File: src/rtl/uart_imem_loader.sv
// UART bootloader: receives a framed program image on RsRx, writes it word by word into
// the instruction memory and holds the CPU in reset until a complete, checksummed image
// has been loaded.
module uart_imem_loader #(
   parameter int unsigned CLKS_PER_BIT = 868,
   parameter int unsigned DATA_WIDTH   = 32,
   parameter int unsigned ADDR_WIDTH   = 10,
   parameter logic [7:0]  SYNC_BYTE    = 8'hA5,
   parameter int unsigned TIMEOUT_CLKS = 2000000
) (
   input  logic                  clk,
   input  logic                  reset,
   input  logic                  RsRx,
   output logic                  imem_we,
   output logic [ADDR_WIDTH-1:0] imem_addr,
   output logic [DATA_WIDTH-1:0] imem_wdata,
   output logic                  cpu_hold,
   output logic                  load_done,
   output logic                  load_error
);

   localparam int unsigned BYTES    = DATA_WIDTH / 8;
   localparam int unsigned CntW     = (CLKS_PER_BIT > 1) ? $clog2(CLKS_PER_BIT) : 1;
   localparam int unsigned ByteIdxW = (BYTES > 1) ? $clog2(BYTES) : 1;
   localparam int unsigned TmoW     = $clog2(TIMEOUT_CLKS + 1);

   localparam logic [CntW-1:0]     BitEnd   = CntW'(CLKS_PER_BIT - 1);
   localparam logic [CntW-1:0]     HalfEnd  = CntW'(CLKS_PER_BIT / 2 - 1);
   localparam logic [ByteIdxW-1:0] ByteLast = ByteIdxW'(BYTES - 1);
   localparam logic [TmoW-1:0]     TmoEnd   = TmoW'(TIMEOUT_CLKS - 1);
   localparam logic [16:0]         MaxWords = 17'(2 ** ADDR_WIDTH);

   // Receiver states
   localparam logic [1:0] RxIdle  = 2'd0;
   localparam logic [1:0] RxStart = 2'd1;
   localparam logic [1:0] RxData  = 2'd2;
   localparam logic [1:0] RxStop  = 2'd3;

   // Frame states
   localparam logic [2:0] StIdle  = 3'd0;
   localparam logic [2:0] StLenLo = 3'd1;
   localparam logic [2:0] StLenHi = 3'd2;
   localparam logic [2:0] StData  = 3'd3;
   localparam logic [2:0] StCsum  = 3'd4;
   localparam logic [2:0] StDone  = 3'd5;
   localparam logic [2:0] StError = 3'd6;

   // ---------------------------------------------------------------------------------------
   // UART receiver
   // ---------------------------------------------------------------------------------------
   logic            rx_meta_q, rx_sync_q, rx_prev_q;
   logic [1:0]      rx_state_q, rx_state_d;
   logic [CntW-1:0] rx_cnt_q, rx_cnt_d;
   logic [2:0]      rx_bit_q, rx_bit_d;
   logic [7:0]      rx_shift_q, rx_shift_d;
   logic [7:0]      rx_byte_q, rx_byte_d;
   logic            byte_valid_q, byte_valid_d;
   logic            frame_err_q, frame_err_d;

   // Two-flop synchroniser plus one delayed copy for start-edge detection
   always_ff @(posedge clk or negedge reset) begin
      if (!reset) begin
         rx_meta_q <= 1'b1;
         rx_sync_q <= 1'b1;
         rx_prev_q <= 1'b1;
      end else begin
         rx_meta_q <= RsRx;
         rx_sync_q <= rx_meta_q;
         rx_prev_q <= rx_sync_q;
      end
   end

   // Bit timing: confirm start at half a bit, then sample each bit at its centre
   always_comb begin
      rx_state_d   = rx_state_q;
      rx_cnt_d     = rx_cnt_q;
      rx_bit_d     = rx_bit_q;
      rx_shift_d   = rx_shift_q;
      rx_byte_d    = rx_byte_q;
      byte_valid_d = 1'b0;
      frame_err_d  = 1'b0;
      case (rx_state_q)
         RxIdle: begin
            if (!rx_sync_q && rx_prev_q) begin
               rx_state_d = RxStart;
               rx_cnt_d   = '0;
            end
         end
         RxStart: begin
            if (rx_cnt_q == HalfEnd) begin
               rx_cnt_d = '0;
               if (rx_sync_q) begin
                  rx_state_d = RxIdle;  // glitch shorter than half a bit
               end else begin
                  rx_state_d = RxData;
                  rx_bit_d   = '0;
               end
            end else begin
               rx_cnt_d = rx_cnt_q + 1'b1;
            end
         end
         RxData: begin
            if (rx_cnt_q == BitEnd) begin
               rx_cnt_d   = '0;
               rx_shift_d = {rx_sync_q, rx_shift_q[7:1]};
               if (rx_bit_q == 3'd7) begin
                  rx_state_d = RxStop;
               end else begin
                  rx_bit_d = rx_bit_q + 1'b1;
               end
            end else begin
               rx_cnt_d = rx_cnt_q + 1'b1;
            end
         end
         RxStop: begin
            if (rx_cnt_q == BitEnd) begin
               rx_cnt_d   = '0;
               rx_state_d = RxIdle;
               if (rx_sync_q) begin
                  byte_valid_d = 1'b1;
                  rx_byte_d    = rx_shift_q;
               end else begin
                  frame_err_d = 1'b1;
               end
            end else begin
               rx_cnt_d = rx_cnt_q + 1'b1;
            end
         end
         default: rx_state_d = RxIdle;
      endcase
   end

   // Receiver state registers
   always_ff @(posedge clk or negedge reset) begin
      if (!reset) begin
         rx_state_q   <= RxIdle;
         rx_cnt_q     <= '0;
         rx_bit_q     <= '0;
         rx_shift_q   <= '0;
         rx_byte_q    <= '0;
         byte_valid_q <= 1'b0;
         frame_err_q  <= 1'b0;
      end else begin
         rx_state_q   <= rx_state_d;
         rx_cnt_q     <= rx_cnt_d;
         rx_bit_q     <= rx_bit_d;
         rx_shift_q   <= rx_shift_d;
         rx_byte_q    <= rx_byte_d;
         byte_valid_q <= byte_valid_d;
         frame_err_q  <= frame_err_d;
      end
   end

   // ---------------------------------------------------------------------------------------
   // Frame parser and imem writer
   // ---------------------------------------------------------------------------------------
   logic [2:0]            state_q, state_d;
   logic [15:0]           len_q, len_d;
   logic [15:0]           word_cnt_q, word_cnt_d;
   logic [ByteIdxW-1:0]   byte_idx_q, byte_idx_d;
   logic [DATA_WIDTH-1:0] asm_q, asm_d;
   logic [DATA_WIDTH-1:0] asm_next;
   logic [7:0]            csum_q, csum_d;
   logic [TmoW-1:0]       tmo_q, tmo_d;
   logic                  imem_we_q, imem_we_d;
   logic [ADDR_WIDTH-1:0] imem_addr_q, imem_addr_d;
   logic [DATA_WIDTH-1:0] imem_wdata_q, imem_wdata_d;
   logic                  cpu_hold_q, cpu_hold_d;
   logic                  load_done_q, load_done_d;
   logic                  load_error_q, load_error_d;
   logic                  in_frame;
   logic                  is_sync;
   logic [16:0]           len_full;

   // Next-state logic for the frame FSM, write port and status flags
   always_comb begin
      state_d      = state_q;
      len_d        = len_q;
      word_cnt_d   = word_cnt_q;
      byte_idx_d   = byte_idx_q;
      asm_d        = asm_q;
      csum_d       = csum_q;
      imem_we_d    = 1'b0;
      imem_addr_d  = imem_addr_q;
      imem_wdata_d = imem_wdata_q;
      load_done_d  = load_done_q;
      load_error_d = load_error_q;
      cpu_hold_d   = (state_q != StDone);

      in_frame = (state_q == StLenLo) || (state_q == StLenHi) ||
                 (state_q == StData)  || (state_q == StCsum);
      is_sync  = byte_valid_q && (rx_byte_q == SYNC_BYTE);
      len_full = {1'b0, rx_byte_q, len_q[7:0]};
      // Little-endian assembly: each new byte enters at the top and shifts down
      asm_next = DATA_WIDTH'({rx_byte_q, asm_q} >> 8);

      // Idle timer only runs inside a frame and restarts on every received byte
      if (!in_frame || byte_valid_q) begin
         tmo_d = '0;
      end else begin
         tmo_d = tmo_q + 1'b1;
      end

      case (state_q)
         StIdle: begin
            if (is_sync) begin
               state_d    = StLenLo;
               len_d      = '0;
               word_cnt_d = '0;
               byte_idx_d = '0;
               asm_d      = '0;
               csum_d     = '0;
            end
         end
         StLenLo: begin
            if (byte_valid_q) begin
               len_d[7:0] = rx_byte_q;
               state_d    = StLenHi;
            end
         end
         StLenHi: begin
            if (byte_valid_q) begin
               len_d[15:8] = rx_byte_q;
               if (len_full > MaxWords) begin
                  state_d      = StError;
                  load_error_d = 1'b1;
               end else if (len_full == 17'd0) begin
                  state_d = StCsum;
               end else begin
                  state_d = StData;
               end
            end
         end
         StData: begin
            if (byte_valid_q) begin
               asm_d  = asm_next;
               csum_d = csum_q + rx_byte_q;
               if (byte_idx_q == ByteLast) begin
                  byte_idx_d   = '0;
                  imem_we_d    = 1'b1;
                  imem_addr_d  = word_cnt_q[ADDR_WIDTH-1:0];
                  imem_wdata_d = asm_next;
                  word_cnt_d   = word_cnt_q + 1'b1;
                  if ((word_cnt_q + 16'd1) == len_q) begin
                     state_d = StCsum;
                  end
               end else begin
                  byte_idx_d = byte_idx_q + 1'b1;
               end
            end
         end
         StCsum: begin
            if (byte_valid_q) begin
               if (rx_byte_q == csum_q) begin
                  state_d     = StDone;
                  load_done_d = 1'b1;
               end else begin
                  state_d      = StError;
                  load_error_d = 1'b1;
               end
            end
         end
         StDone: begin
            // Loaded image stays until reset; further traffic is ignored
         end
         StError: begin
            if (is_sync) begin
               state_d      = StLenLo;
               load_error_d = 1'b0;
               len_d        = '0;
               word_cnt_d   = '0;
               byte_idx_d   = '0;
               asm_d        = '0;
               csum_d       = '0;
            end
         end
         default: state_d = StIdle;
      endcase

      // Line errors and inter-byte timeouts abort any frame in progress
      if (in_frame && (frame_err_q || (!byte_valid_q && (tmo_q == TmoEnd)))) begin
         state_d      = StError;
         load_error_d = 1'b1;
      end
   end

   // Frame state and output registers
   always_ff @(posedge clk or negedge reset) begin
      if (!reset) begin
         state_q      <= StIdle;
         len_q        <= '0;
         word_cnt_q   <= '0;
         byte_idx_q   <= '0;
         asm_q        <= '0;
         csum_q       <= '0;
         tmo_q        <= '0;
         imem_we_q    <= 1'b0;
         imem_addr_q  <= '0;
         imem_wdata_q <= '0;
         cpu_hold_q   <= 1'b1;
         load_done_q  <= 1'b0;
         load_error_q <= 1'b0;
      end else begin
         state_q      <= state_d;
         len_q        <= len_d;
         word_cnt_q   <= word_cnt_d;
         byte_idx_q   <= byte_idx_d;
         asm_q        <= asm_d;
         csum_q       <= csum_d;
         tmo_q        <= tmo_d;
         imem_we_q    <= imem_we_d;
         imem_addr_q  <= imem_addr_d;
         imem_wdata_q <= imem_wdata_d;
         cpu_hold_q   <= cpu_hold_d;
         load_done_q  <= load_done_d;
         load_error_q <= load_error_d;
      end
   end

   assign imem_we    = imem_we_q;
   assign imem_addr  = imem_addr_q;
   assign imem_wdata = imem_wdata_q;
   assign cpu_hold   = cpu_hold_q;
   assign load_done  = load_done_q;
   assign load_error = load_error_q;

endmodule

File: config.mk
export PLATFORM = sky130hd
export DESIGN_NAME = uart_imem_loader
export DESIGN_NICKNAME = d
export VERILOG_FILES = /design/src/rtl/uart_imem_loader.sv
export SDC_FILE = /design/constraint.sdc
export NUM_CORES = 1
export LEC_CHECK = 0
export CORE_MARGIN = 2
export CORE_UTILIZATION = 60
export DETAILED_ROUTE_END_ITERATION = 8
export HOLD_SLACK_MARGIN = 0.06
export PLACE_DENSITY = 0.8
export SLEW_MARGIN = 5
export SYNTH_ARGS = -nofsm -noshare
export SYNTH_HDL_FRONTEND = slang
export SYNTH_SLANG_ARGS = --single-unit
File: constraint.sdc
create_clock -name clk -period 4.81 [get_ports clk]
set_input_delay 0.7215 -clock clk [delete_from_list [all_inputs] [get_ports clk]]
set_output_delay 0.7215 -clock clk [all_outputs]
set_load 0.005 [all_outputs]
==> run_results.csv <==
group,metric,value,unit
setup_path,cp.required,5140,ps
clock_network,htreeDepth,4,
hold_path,min_from,"rx_meta_q",
sta,slew_viol_final,0,
clock_network,clk_pin_slew,60,ps
placed_design,dp_hpwl,11350,um
sta,fmax,336.5,MHz
global_route,grt_pass1_wl,30240,um
sta,hold_ws,362.9,ps
global_route,grt_pass1_vias,6182,
sta,clock_skew,6.170,ps
synth,syn-num-nets,904,
setup_path,ff2ff_path_depth,8,
clock_network,cts_buffers,17,
setup_path,startpoint_type,"flop",
route,ant_nets,0,
global_route,antenna_found_initial,0,
cells_and_area,drive_gt1_frac,0.07312,
route,drc,0,
clock_network,post-cts-setup-buffers,0,
route,drtIter0Drc,735,
clock_network,ctsHoldBuffers,0,
synth,synth_sequential_area_ratio,0.5257,
clock_network,clock_sinks,172,
global_route,grt_usage,0.2602,
floorplanning,die_h,120.9,um
floorplanning,die_w,120.9,um
sta,post-route-period-util,0.6178,
setup_path,r2r-start,"state_q[1]",
flow_run,max_cap_viol_count,0,
power,peakVddDrop,277.6,uV
placed_design,gp_congestion,0.8513,
synth,synth_cell_type_count,67,
setup_path,r2r_slack,1840,ps
synth,synth_edf_count,0,
power,p_per_area,331.8,nW/um^2
floorplanning,die_area,14610,um^2
global_route,grt_max_degree,101,
placed_design,portBuffers,48,
floorplanning,start_util,0.6165,
clock_network,clock_latency,420,ps
route,vias,6408,
synth,ys_top_cells_by_count,"nand2_1, dfrtp_1, nor2_1",
sta,rsz0062_at_grt,"no",
clock_network,cts_root_buffer,"clkbuf_16",
synth,synth_top_area_cell,"dfrtp_1",
hold_path,min_to,"rx_sync_q",
status,status,"completed",
cells_and_area,num-fill-cells,986,
route,routed_wirelength,17430,um
setup_path,worst_ep_arrival_time,3300,ps
hold_path,whs_path_depth,0,
floorplanning,pin_count,49,
synth,ys.flop_type,"dfrtp_1",
synth,synth-seq-cells,172,
cells_and_area,antennaDiodeCount,0,
sta,slew-limit-headroom,0.2168,
cells_and_area,syn2layout_area_growth,14.87,%
setup_path,crit_type,"reg2reg",
synth,synthTopCellsByArea,"dfrtp_1, nand2_1, o21ai_0",
floorplanning,rows,42,
synth,yosys_warnings,0,
sta,finalSetupViolCount,0,
synth,async_flop_share,1.000,
placed_design,place_inst,1074,
global_route,gr-total-overflow,0,
cells_and_area,layout.cells.non_filler,1106,
setup_path,cp-end-kind,"flop",
synth,syn-cell-area,8197,um^2
setup_path,reg2reg_to,"word_cnt_q[8]",
hold_path,hold_path.class,"reg2reg",
sta,tightest_slew,1175,ps
setup_path,cp_max_fo,34,
floorplanning,coreArea,13300,um^2
placed_design,pre_cts_ws,1903,ps
placed_design,placed_area,8783,um^2
route,detail_route.wl_per_cell,15.76,um
synth,syn-instance-count,886,
clock_network,cts_tree,"yes",
clock_network,clock_path_buffers,2,
synth,synth_most_common_cell,"nand2_1",
synth,syn_avg_cell_area,9.251,um^2
synth,yosysTopAreaCellShare,0.5129,
sta,finalSetupTns,0,ps
cells_and_area,nets,935,
power,totalPowerFinal,3.124,mW
cells_and_area,finish.utilization,0.7082,
route,firstDrtPassIters,5,
cells_and_area,fin_area,9415,um^2
clock_network,cts_resized,0,
sta,final_hold_viol_count,0,
sta,worst_slack,1839,ps
power,p_leak,4.464,nW
sta,fin_crit,2971,ps
route,via_per_inst,5.794,
==> sequential cells by signal (all words and copies together) (netlist names), 2 cells and up, named ones only <==
name        count
rx_byte_q       8
len_q          16
imem_wdata     32
csum_q          8
rx_bit_q        3
imem_addr      10
word_cnt_q     16
tmo_q          21
asm_q          24
byte_idx_q      2
rx_cnt_q       10
rx_shift_q      8
state_q         3
==> layout make-up <==
type                    instances  area (um^2)  area share
flip-flops and latches        172         4309      0.4577
well taps                     176        220.2     0.02339
repair buffers                 55        546.8     0.05807
clock buffers                  23        498.0     0.05289
inverters                      20        75.07    0.007973
multi-input cells             651         3632      0.3858
clock inverters                 9        133.9     0.01422
==> cells in the final DEF (no fill, tap or decap), types with 12 or more instances in the layout <==
master,n
nor3_1,12
ha_1,14
nand3_1,49
mux2i_1,13
inv_1,17
clkdlybuf4s50_1,47
xnor2_1,20
o31ai_1,12
xor2_1,23
nor2_1,51
dfrtp_1,168
o21ai_0,51
clkbuf_16,17
and3_1,17
a21oi_1,18
nand2_1,252
==> worst max-delay path: stages, from the launching register on <==
cell and delay [ps]:
dfrtp_1 570, inv_2 160, nor2_1 260, or3_1 150, buf_4 320, nor2_1 140
o22ai_1 900, o21ai_0 250, o31ai_1 120
==> power breakdown <==
part | switching, mW | internal, mW
clock | 0.550 | 0.887
sequential | 0.0405 | 1.47
combinational | 0.107 | 0.0671
==> kinds of logic after synthesis <==
logic type,synth area share
compound gates,0.09678
fa+ha+maj,0.02381
mux,0.03236
flops,0.5257
xor+xnor,0.04595
buf+inv,0.03175
simple gates,0.2436
==> worst max path at each step <==
stage	slack (ps)	cells after the start	to	startpoint
floorplan	2650	6	rx_shift_q[1]	rx_cnt_q[0]
global placement	1920	8	word_cnt_q[12]	state_q[1]
detailed placement	1900	9	imem_wdata[26]	byte_valid_q
CTS	1890	9	imem_wdata[26]	byte_valid_q
global route	1480	8	word_cnt_q[13]	state_q[1]
finish	1840	8	word_cnt_q[8]	state_q[1]
==> per-layer routing <==
layer / wire length, um / track usage / vias up
li1: - / - / 3097
met1: 8095 / 0.3731 / 3100
met2: 8154 / 0.3975 / 182
met3: 919 / 0.05686 / 29
met4: 257 / 0.08503 / 0
met5: 0 / 0 / -
Power figures use the tool's default switching activity.
